`config.mk`:
```
export PLATFORM = sky130hd
export DESIGN_NAME = ex_ctrl_pipe
export DESIGN_NICKNAME = d
export VERILOG_FILES = /design/src/rtl/ex_ctrl_pipe_pkg.sv /design/src/rtl/ex_ctrl_stage.sv /design/src/rtl/ex_ctrl_pipe.sv
export SDC_FILE = /design/constraint.sdc
export NUM_CORES = 1
export LEC_CHECK = 0
export CAP_MARGIN = 20
export CORE_ASPECT_RATIO = 1.75
export CORE_UTILIZATION = 40
export CTS_CLUSTER_DIAMETER = 120
export DETAILED_ROUTE_END_ITERATION = 8
export PLACE_DENSITY = 0.66
export SLEW_MARGIN = 10
export SYNTH_ARGS = -nofsm -noshare
export SYNTH_HDL_FRONTEND = slang
export SYNTH_SLANG_ARGS = --single-unit
export TNS_END_PERCENT = 10
```
`constraint.sdc`:
```
create_clock -name clk -period 2 [get_ports clk]
set_clock_uncertainty 0.05 [all_clocks]
set_input_delay 0.4 -clock clk [delete_from_list [all_inputs] [get_ports clk]]
set_output_delay 0.4 -clock clk [all_outputs]
set_load 0.1 [all_outputs]
```
`src/rtl/ex_ctrl_pipe_pkg.sv`:
```
// Shared widths and bundle bit positions for the execute-stage control delay line.
// Field order inside a bundle: single-bit enables at the bottom, then addr_rd, condcode, branchtrgt.
package ex_ctrl_pipe_pkg;

  localparam int REG_ADDR_WIDTH  = 5;
  localparam int COND_CODE_WIDTH = 4;
  localparam int IM_ADDR_WIDTH   = 10;

  localparam int EX_CTRL_WIDTH          = 6 + REG_ADDR_WIDTH + COND_CODE_WIDTH + IM_ADDR_WIDTH;
  localparam int EX_CTRL_PIPE_MAX_DEPTH = 8;

  localparam int BIT_DM_WE         = 0;
  localparam int BIT_DM_RE         = 1;
  localparam int BIT_RF_WE_W       = 2;
  localparam int BIT_RF_WE_UHW     = 3;
  localparam int BIT_BRANCHEN      = 4;
  localparam int BIT_SR_WE         = 5;
  localparam int LSB_ADDR_RD       = 6;
  localparam int LSB_CONDCODE      = LSB_ADDR_RD + REG_ADDR_WIDTH;
  localparam int LSB_BRANCHTRGT    = LSB_CONDCODE + COND_CODE_WIDTH;

endpackage

```
`src/rtl/ex_ctrl_stage.sv`:
```
// One stage of the control delay line: bundle register plus valid bit.
// Priority: reset, then flush (load bubble), then stall (hold), else capture.
module ex_ctrl_stage
  import ex_ctrl_pipe_pkg::*;
(
  input  logic                     clk,
  input  logic                     rst,
  input  logic                     stall_i,
  input  logic                     flush_i,
  input  logic                     valid_i,
  input  logic [EX_CTRL_WIDTH-1:0] ctrl_i,
  output logic                     valid_o,
  output logic [EX_CTRL_WIDTH-1:0] ctrl_o
);

  logic                     valid_d, valid_q;
  logic [EX_CTRL_WIDTH-1:0] ctrl_d, ctrl_q;

  always_comb begin
    valid_d = valid_q;
    ctrl_d  = ctrl_q;
    if (flush_i) begin
      valid_d = 1'b0;
      ctrl_d  = '0;
    end else if (!stall_i) begin
      valid_d = valid_i;
      ctrl_d  = ctrl_i;
    end
  end

  always_ff @(posedge clk) begin
    if (rst) begin
      valid_q <= 1'b0;
      ctrl_q  <= '0;
    end else begin
      valid_q <= valid_d;
      ctrl_q  <= ctrl_d;
    end
  end

  assign valid_o = valid_q;
  assign ctrl_o  = ctrl_q;

endmodule

```
`src/rtl/ex_ctrl_pipe.sv`:
```
// DEPTH-stage control delay line between decode and mem/writeback, with stall and flush.
// Optional forwarding/hazard taps are enabled with `EX_CTRL_PIPE_TAP_EN.
module ex_ctrl_pipe
  import ex_ctrl_pipe_pkg::*;
#(
  parameter int DEPTH = 3
)
(
  input  logic                       clk,
  input  logic                       rst,
  input  logic                       stall_i,
  input  logic                       flush_i,
  input  logic                       valid_i,
  input  logic                       dm_we_i,
  input  logic                       dm_re_i,
  input  logic [REG_ADDR_WIDTH-1:0]  addr_rd_i,
  input  logic                       regfile_we_w_i,
  input  logic                       regfile_we_uhw_i,
  input  logic                       branchen_i,
  input  logic [COND_CODE_WIDTH-1:0] condcode_i,
  input  logic [IM_ADDR_WIDTH-1:0]   branchtrgt_i,
  input  logic                       sr_we_i,
  output logic                       valid_o,
  output logic                       dm_we_o,
  output logic                       dm_re_o,
  output logic [REG_ADDR_WIDTH-1:0]  addr_rd_o,
  output logic                       regfile_we_w_o,
  output logic                       regfile_we_uhw_o,
  output logic                       branchen_o,
  output logic [COND_CODE_WIDTH-1:0] condcode_o,
  output logic [IM_ADDR_WIDTH-1:0]   branchtrgt_o,
  output logic                       sr_we_o
`ifdef EX_CTRL_PIPE_TAP_EN
  ,
  input  logic [REG_ADDR_WIDTH-1:0]        addr_rs_i,
  input  logic [REG_ADDR_WIDTH-1:0]        addr_rt_i,
  output logic [DEPTH-1:0]                 tap_valid_o,
  output logic [DEPTH-1:0]                 tap_rf_we_o,
  output logic [DEPTH*REG_ADDR_WIDTH-1:0]  tap_addr_rd_o,
  output logic                             hazard_o
`endif
);

  logic [EX_CTRL_WIDTH-1:0] ctrl_in;
  logic [DEPTH-1:0]         stg_valid;
  logic [EX_CTRL_WIDTH-1:0] stg_ctrl [DEPTH];
  logic [EX_CTRL_WIDTH-1:0] ctrl_out;

  // Bubbles carry no enables: the whole bundle is zeroed when valid_i is low.
  always_comb begin
    ctrl_in = '0;
    if (valid_i) begin
      ctrl_in[BIT_DM_WE]                              = dm_we_i;
      ctrl_in[BIT_DM_RE]                              = dm_re_i;
      ctrl_in[BIT_RF_WE_W]                            = regfile_we_w_i;
      ctrl_in[BIT_RF_WE_UHW]                          = regfile_we_uhw_i;
      ctrl_in[BIT_BRANCHEN]                           = branchen_i;
      ctrl_in[BIT_SR_WE]                              = sr_we_i;
      ctrl_in[LSB_ADDR_RD    +: REG_ADDR_WIDTH]       = addr_rd_i;
      ctrl_in[LSB_CONDCODE   +: COND_CODE_WIDTH]      = condcode_i;
      ctrl_in[LSB_BRANCHTRGT +: IM_ADDR_WIDTH]        = branchtrgt_i;
    end
  end

  for (genvar k = 0; k < DEPTH; k++) begin : g_stage
    if (k == 0) begin : g_head
      ex_ctrl_stage u_stage (
        .clk     (clk),
        .rst     (rst),
        .stall_i (stall_i),
        .flush_i (flush_i),
        .valid_i (valid_i),
        .ctrl_i  (ctrl_in),
        .valid_o (stg_valid[k]),
        .ctrl_o  (stg_ctrl[k])
      );
    end else begin : g_body
      ex_ctrl_stage u_stage (
        .clk     (clk),
        .rst     (rst),
        .stall_i (stall_i),
        .flush_i (flush_i),
        .valid_i (stg_valid[k-1]),
        .ctrl_i  (stg_ctrl[k-1]),
        .valid_o (stg_valid[k]),
        .ctrl_o  (stg_ctrl[k])
      );
    end
  end

  assign ctrl_out         = stg_ctrl[DEPTH-1];
  assign valid_o          = stg_valid[DEPTH-1];
  assign dm_we_o          = ctrl_out[BIT_DM_WE];
  assign dm_re_o          = ctrl_out[BIT_DM_RE];
  assign regfile_we_w_o   = ctrl_out[BIT_RF_WE_W];
  assign regfile_we_uhw_o = ctrl_out[BIT_RF_WE_UHW];
  assign branchen_o       = ctrl_out[BIT_BRANCHEN];
  assign sr_we_o          = ctrl_out[BIT_SR_WE];
  assign addr_rd_o        = ctrl_out[LSB_ADDR_RD    +: REG_ADDR_WIDTH];
  assign condcode_o       = ctrl_out[LSB_CONDCODE   +: COND_CODE_WIDTH];
  assign branchtrgt_o     = ctrl_out[LSB_BRANCHTRGT +: IM_ADDR_WIDTH];

`ifdef EX_CTRL_PIPE_TAP_EN
  for (genvar k = 0; k < DEPTH; k++) begin : g_tap
    assign tap_rf_we_o[k] = stg_ctrl[k][BIT_RF_WE_W] | stg_ctrl[k][BIT_RF_WE_UHW];
    assign tap_addr_rd_o[k*REG_ADDR_WIDTH +: REG_ADDR_WIDTH] =
      stg_ctrl[k][LSB_ADDR_RD +: REG_ADDR_WIDTH];
  end
  assign tap_valid_o = stg_valid;

  always_comb begin
    hazard_o = 1'b0;
    for (int k = 0; k < DEPTH; k++) begin
      if (tap_valid_o[k] && tap_rf_we_o[k] &&
          ((tap_addr_rd_o[k*REG_ADDR_WIDTH +: REG_ADDR_WIDTH] == addr_rs_i) ||
           (tap_addr_rd_o[k*REG_ADDR_WIDTH +: REG_ADDR_WIDTH] == addr_rt_i)))
        hazard_o = 1'b1;
    end
  end
`endif

endmodule
```
== After elaboration in Yosys (flattened, before gate mapping) ==
Index checks and enable logic that the tools add are counted.

* Output and inout port bits: 26
* Register bits after elaboration: 78
* Bits of input ports: 30

* Reductions and logical operators: 1
* Muxes and demuxes: 1

{| class="wikitable"
|+ Operators with widths
! cell !! number
|-
| two-way mux 25 bit || 1
|-
| OR reduction 2 bit || 1
|}

== Longest topological paths before layout ==
* Word-level depth: 1
* Gate-level depth with buffers: 5

== By module ==
Synthesis repeated with hierarchy kept, for this count alone.

* Cell total of the unflattened synthesis: 282
* Area, all modules: 3,081.7 um^2

{| class="wikitable"
|+ Modules (own cells, without submodules)
! module !! area an instance (um^2) !! cells an instance !! sequential area each (um^2) !! times used
|-
| ex_ctrl_stage || 959.7 || 85 || 520.5 || 3
|-
| ex_ctrl_pipe || 202.7 || 27 || 0.0 || 1
|}

== Worst setup path before layout ==
No wires, ideal clock.

* Path type: flip-flop to output port
* From: reg g_stage[2].g_body.u_stage.ctrl_q[6]
* To: out addr_rd_o[0]
* Slack: 626 ps
* Data required time: 1,550 ps
* Arrival: 924 ps
* Stages on the path, launching flop included: 1
* Cells stage by stage: dfxtp_1

{| class="wikitable"
|+ RTL lines
! element !! line !! RTL
|-
| start, declared || ex_ctrl_stage.sv:17 || <nowiki>logic [EX_CTRL_WIDTH-1:0] ctrl_d, ctrl_q;</nowiki>
|-
| start signal, assigned || ex_ctrl_stage.sv:37 || <nowiki>ctrl_q <= ctrl_d;</nowiki>
|-
| end, declared || ex_ctrl_pipe.sv:26 || <nowiki>output logic [REG_ADDR_WIDTH-1:0] addr_rd_o,</nowiki>
|}

No word-level cell between the ends.

== Final worst setup path ==
* From: reg g_stage[2].g_body.u_stage.valid_q
* To: out valid_o

{| class="wikitable"
|+ RTL lines
! element !! line !! RTL
|-
| start, declared || ex_ctrl_stage.sv:16 || <nowiki>logic valid_d, valid_q;</nowiki>
|-
| start signal, assigned || ex_ctrl_stage.sv:36 || <nowiki>valid_q <= valid_d;</nowiki>
|-
| end, declared || ex_ctrl_pipe.sv:23 || <nowiki>output logic valid_o,</nowiki>
|}

No word-level cell between the ends.

==> results.toml <==
[outcome]
status = "finished, final reports clean"

[worst_setup_path]
worstPathCellList = "buf_4"
r2r_end = "g_stage[2].g_body.u_stage.ctrl_o[13]"
crit_buf_inv = 1
worst_ep_arrival_time_ps = 980
setup.worst_path.end_class = "output pin"
r2r-start = "g_stage[2].g_body.u_stage.ctrl_o[13]"
crit_path_max_incr_delay_ps = 360
reg2reg_slack_ps = 1320
r2r_cells = 2
worstPathRequired_ps = 1550
worstSetupPathType = "reg2out"
crit_family = "flip-flops"
critPathLaunchType = "flip-flop"
worst-path-max-fanout = 2
slowest_stage = "dfxtp_1"

[hold_path]
min-delay-start = "g_stage[0].g_head.u_stage.ctrl_o[11]"
holdPathStages = 2
min_to = "g_stage[0].g_head.u_stage.ctrl_o[11]"
hp-class = "reg2reg"

[die]
coreArea_mm2 = 0.00686
start_util_pct = 41.6
die_w_um = 65.8
die_area_mm2 = 0.00748
rows = 40
die_y_um = 114
pin_count = 56

[pwr]
powerDensity_mw_per_mm2 = 929
power_mw = 3.43
peakVddDrop_mv = 0.518
p_leak_nw = 1.48

[yosys]
synth-simple-area-share_pct = 17.1
ys_seq_area_share_pct = 54.8
yosysWarnings = 0
yosysTopAreaCell = "dfxtp_1"
syn_area_mm2 = 0.00285
synth.mux.area_fraction_pct = 18.6
syn-num-nets = 313
synth-compound-area-share_pct = 4.39
yosysTopAreaCellShare_pct = 54.8
synth-xor-area-share_pct = 0
synth_top_family_by_area = "multiplexers"
synthTopCellsByArea = "dfxtp_1 (55%), mux2i_1 (19%), nor2_1 (7.0%)"
ys_ff_latch = 78
synthAdderAreaFrac_pct = 0
ys_types = 11
syn_inst = 283
syn_area_per_cell_um2 = 10.1

[timing]
slew_headroom_pct = 72.4
min_period_ps = 1430
finalSetupViolCount = 0
finalSetupTns_ps = 0
tightest_slew_ps = 414
period_share_pct = 71.6
rsz0062_at_grt = "false"
drv_slew = 0
final_hold_viol_count = 0
fmax_mhz = 698

[detailed_routing]
wirelength_mm = 4.94
antenna_left = 0
vias_per_cell = 4.80
post-route-drc-count = 0
vias = 2011
drt_iter0_markers = 64
dr.pass1.iters = 4
wl_per_cell_um = 11.8

[global_route]
grt_start_max_net_pins = 79
grt_antenna_before_repair = 0
grt_usage_pct = 14.3
first_global_vias = 1918
grt_pass1_wl_mm = 8.13
overflow = 0

[clock_tree]
clk_path_buf_depth = 2
clockRootBuffer = "clkbuf_16"
cts_setup_buffers = 0
cts_resized = 0
cts_tree = "built"
htreeDepth = 3
cts.clk_slew.worst_paths_ps = 50
clk_latency_ps = 320
cts_hold_buf = 0
numCtsBuffers = 9
cts_sinks = 78

[placed_design]
portBuffers = 55
hpwlAfterDp_mm = 3.04
finalWeightedCongestion = 0.709

[final_layout]
finalNetCount = 361
layout-drive-gt1-share_pct = 13.7
fill_cells = 639
areaGrowthSynthToFinish_pct = 29.7
diodes = 0

[run]
maxCapViolations = 0
worst max-delay path by stage:
stage	start	depth (start not counted)	end
after floorplan	g_stage[2].g_body.u_stage.ctrl_o[6]	0	addr_rd_o[0]
after global placement	flush_i	4	g_stage[0].g_head.u_stage.ctrl_o[23]
after detailed placement	flush_i	4	g_stage[0].g_head.u_stage.ctrl_o[23]
after CTS	g_stage[2].g_body.u_stage.valid_o	1	valid_o
after global routing	g_stage[2].g_body.u_stage.valid_o	1	valid_o
final	g_stage[2].g_body.u_stage.valid_o	1	valid_o
logic make-up (layout without fill, tap and decap cells):
| family | count (synthesis) | in the layout |
|---|---|---|
| buffers and inverters | 23 | 75 |
| muxes | 53 | 53 |
| and+or+nand+nor | 104 | 104 |
| AOI/OAI and AO/OA | 25 | 25 |
| DFF | 78 | 78 |
metal layers:
layer	vias to the layer above	global-route usage, %	wire (um)
met1	927	14.9	2200
met2	40	25.1	2490
met4	0	8.26	95
met3	8	3.40	155
li1	1036	-	-
met5	-	0	0
layout make-up:
class | count | area [um2] | share of cell area, %
clock inverters | 4 | 72.6 | 1.96
well taps | 84 | 105 | 2.84
clock buffers | 11 | 233 | 6.29
multi-input cells | 182 | 1140 | 30.9
repair buffers | 60 | 583 | 15.8
flip-flops and latches | 78 | 1560 | 42.2
cell usage after synthesis:
master / number
buf_6: 4
nand3b_1: 25
nor2_1: 53
mux2i_1: 53
or2_1: 1
clkbuf_1: 5
nand2_1: 25
dfxtp_1: 78
buf_2: 9
buf_4: 5
a21oi_1: 25
report_power, final:
part / switching (mW) / internal [mW] / leakage, nW / total (mW)
logic: 0.0964 / 0.111 / 0.709 / 0.207
clock network: 0.568 / 1.08 / 0.146 / 1.65
registers: 0.00645 / 1.57 / 0.629 / 1.57
state kept, by name (all words and copies together), names as in the netlist:
register,flops
g_stage.g_body.u_stage.ctrl_o,50
g_stage.g_body.u_stage.valid_o,2
g_stage.g_head.u_stage.ctrl_o,25
g_stage.g_head.u_stage.valid_o,1
stage by stage:
| stage | util, % | cells | cell area [um2] | worst slack (ps) | hold WS [ps] |
|---|---|---|---|---|---|
| after floorplan | - | 283 | 2850 | 626 | 379 |
| after global placement | 49.5 | 404 | 3390 | 408 | 389 |
| after detailed placement | 49.5 | 404 | 3390 | 369 | 400 |
| after CTS | 53.9 | 419 | 3700 | 545 | 410 |
| after global routing | 53.9 | 419 | 3700 | 530 | 423 |
| final | 53.9 | 419 | 3700 | 567 | 407 |
worst min-delay path: stages, from the launching register on:
cell and delay [ps]:
dfxtp_1 300, nand2_1 60, a21oi_1 50
cell usage in the layout (no fill, tap or decap):
| master | Yosys | layout |
|---|---|---|
| clkinv_2 | 0 | 1 |
| dfxtp_1 | 78 | 78 |
| mux2i_1 | 53 | 53 |
| buf_4 | 5 | 27 |
| bufinv_16 | 0 | 2 |
| nand3b_1 | 25 | 25 |
| clkbuf_1 | 5 | 2 |
| nand2_1 | 25 | 25 |
| a21oi_1 | 25 | 25 |
| clkbuf_16 | 0 | 9 |
| or2_2 | 0 | 1 |
| nor2_1 | 53 | 53 |
| buf_12 | 0 | 5 |
| clkdlybuf4s50_1 | 0 | 28 |
| clkinvlp_4 | 0 | 1 |
No activity file was read; power rests on OpenSTA's default activity.
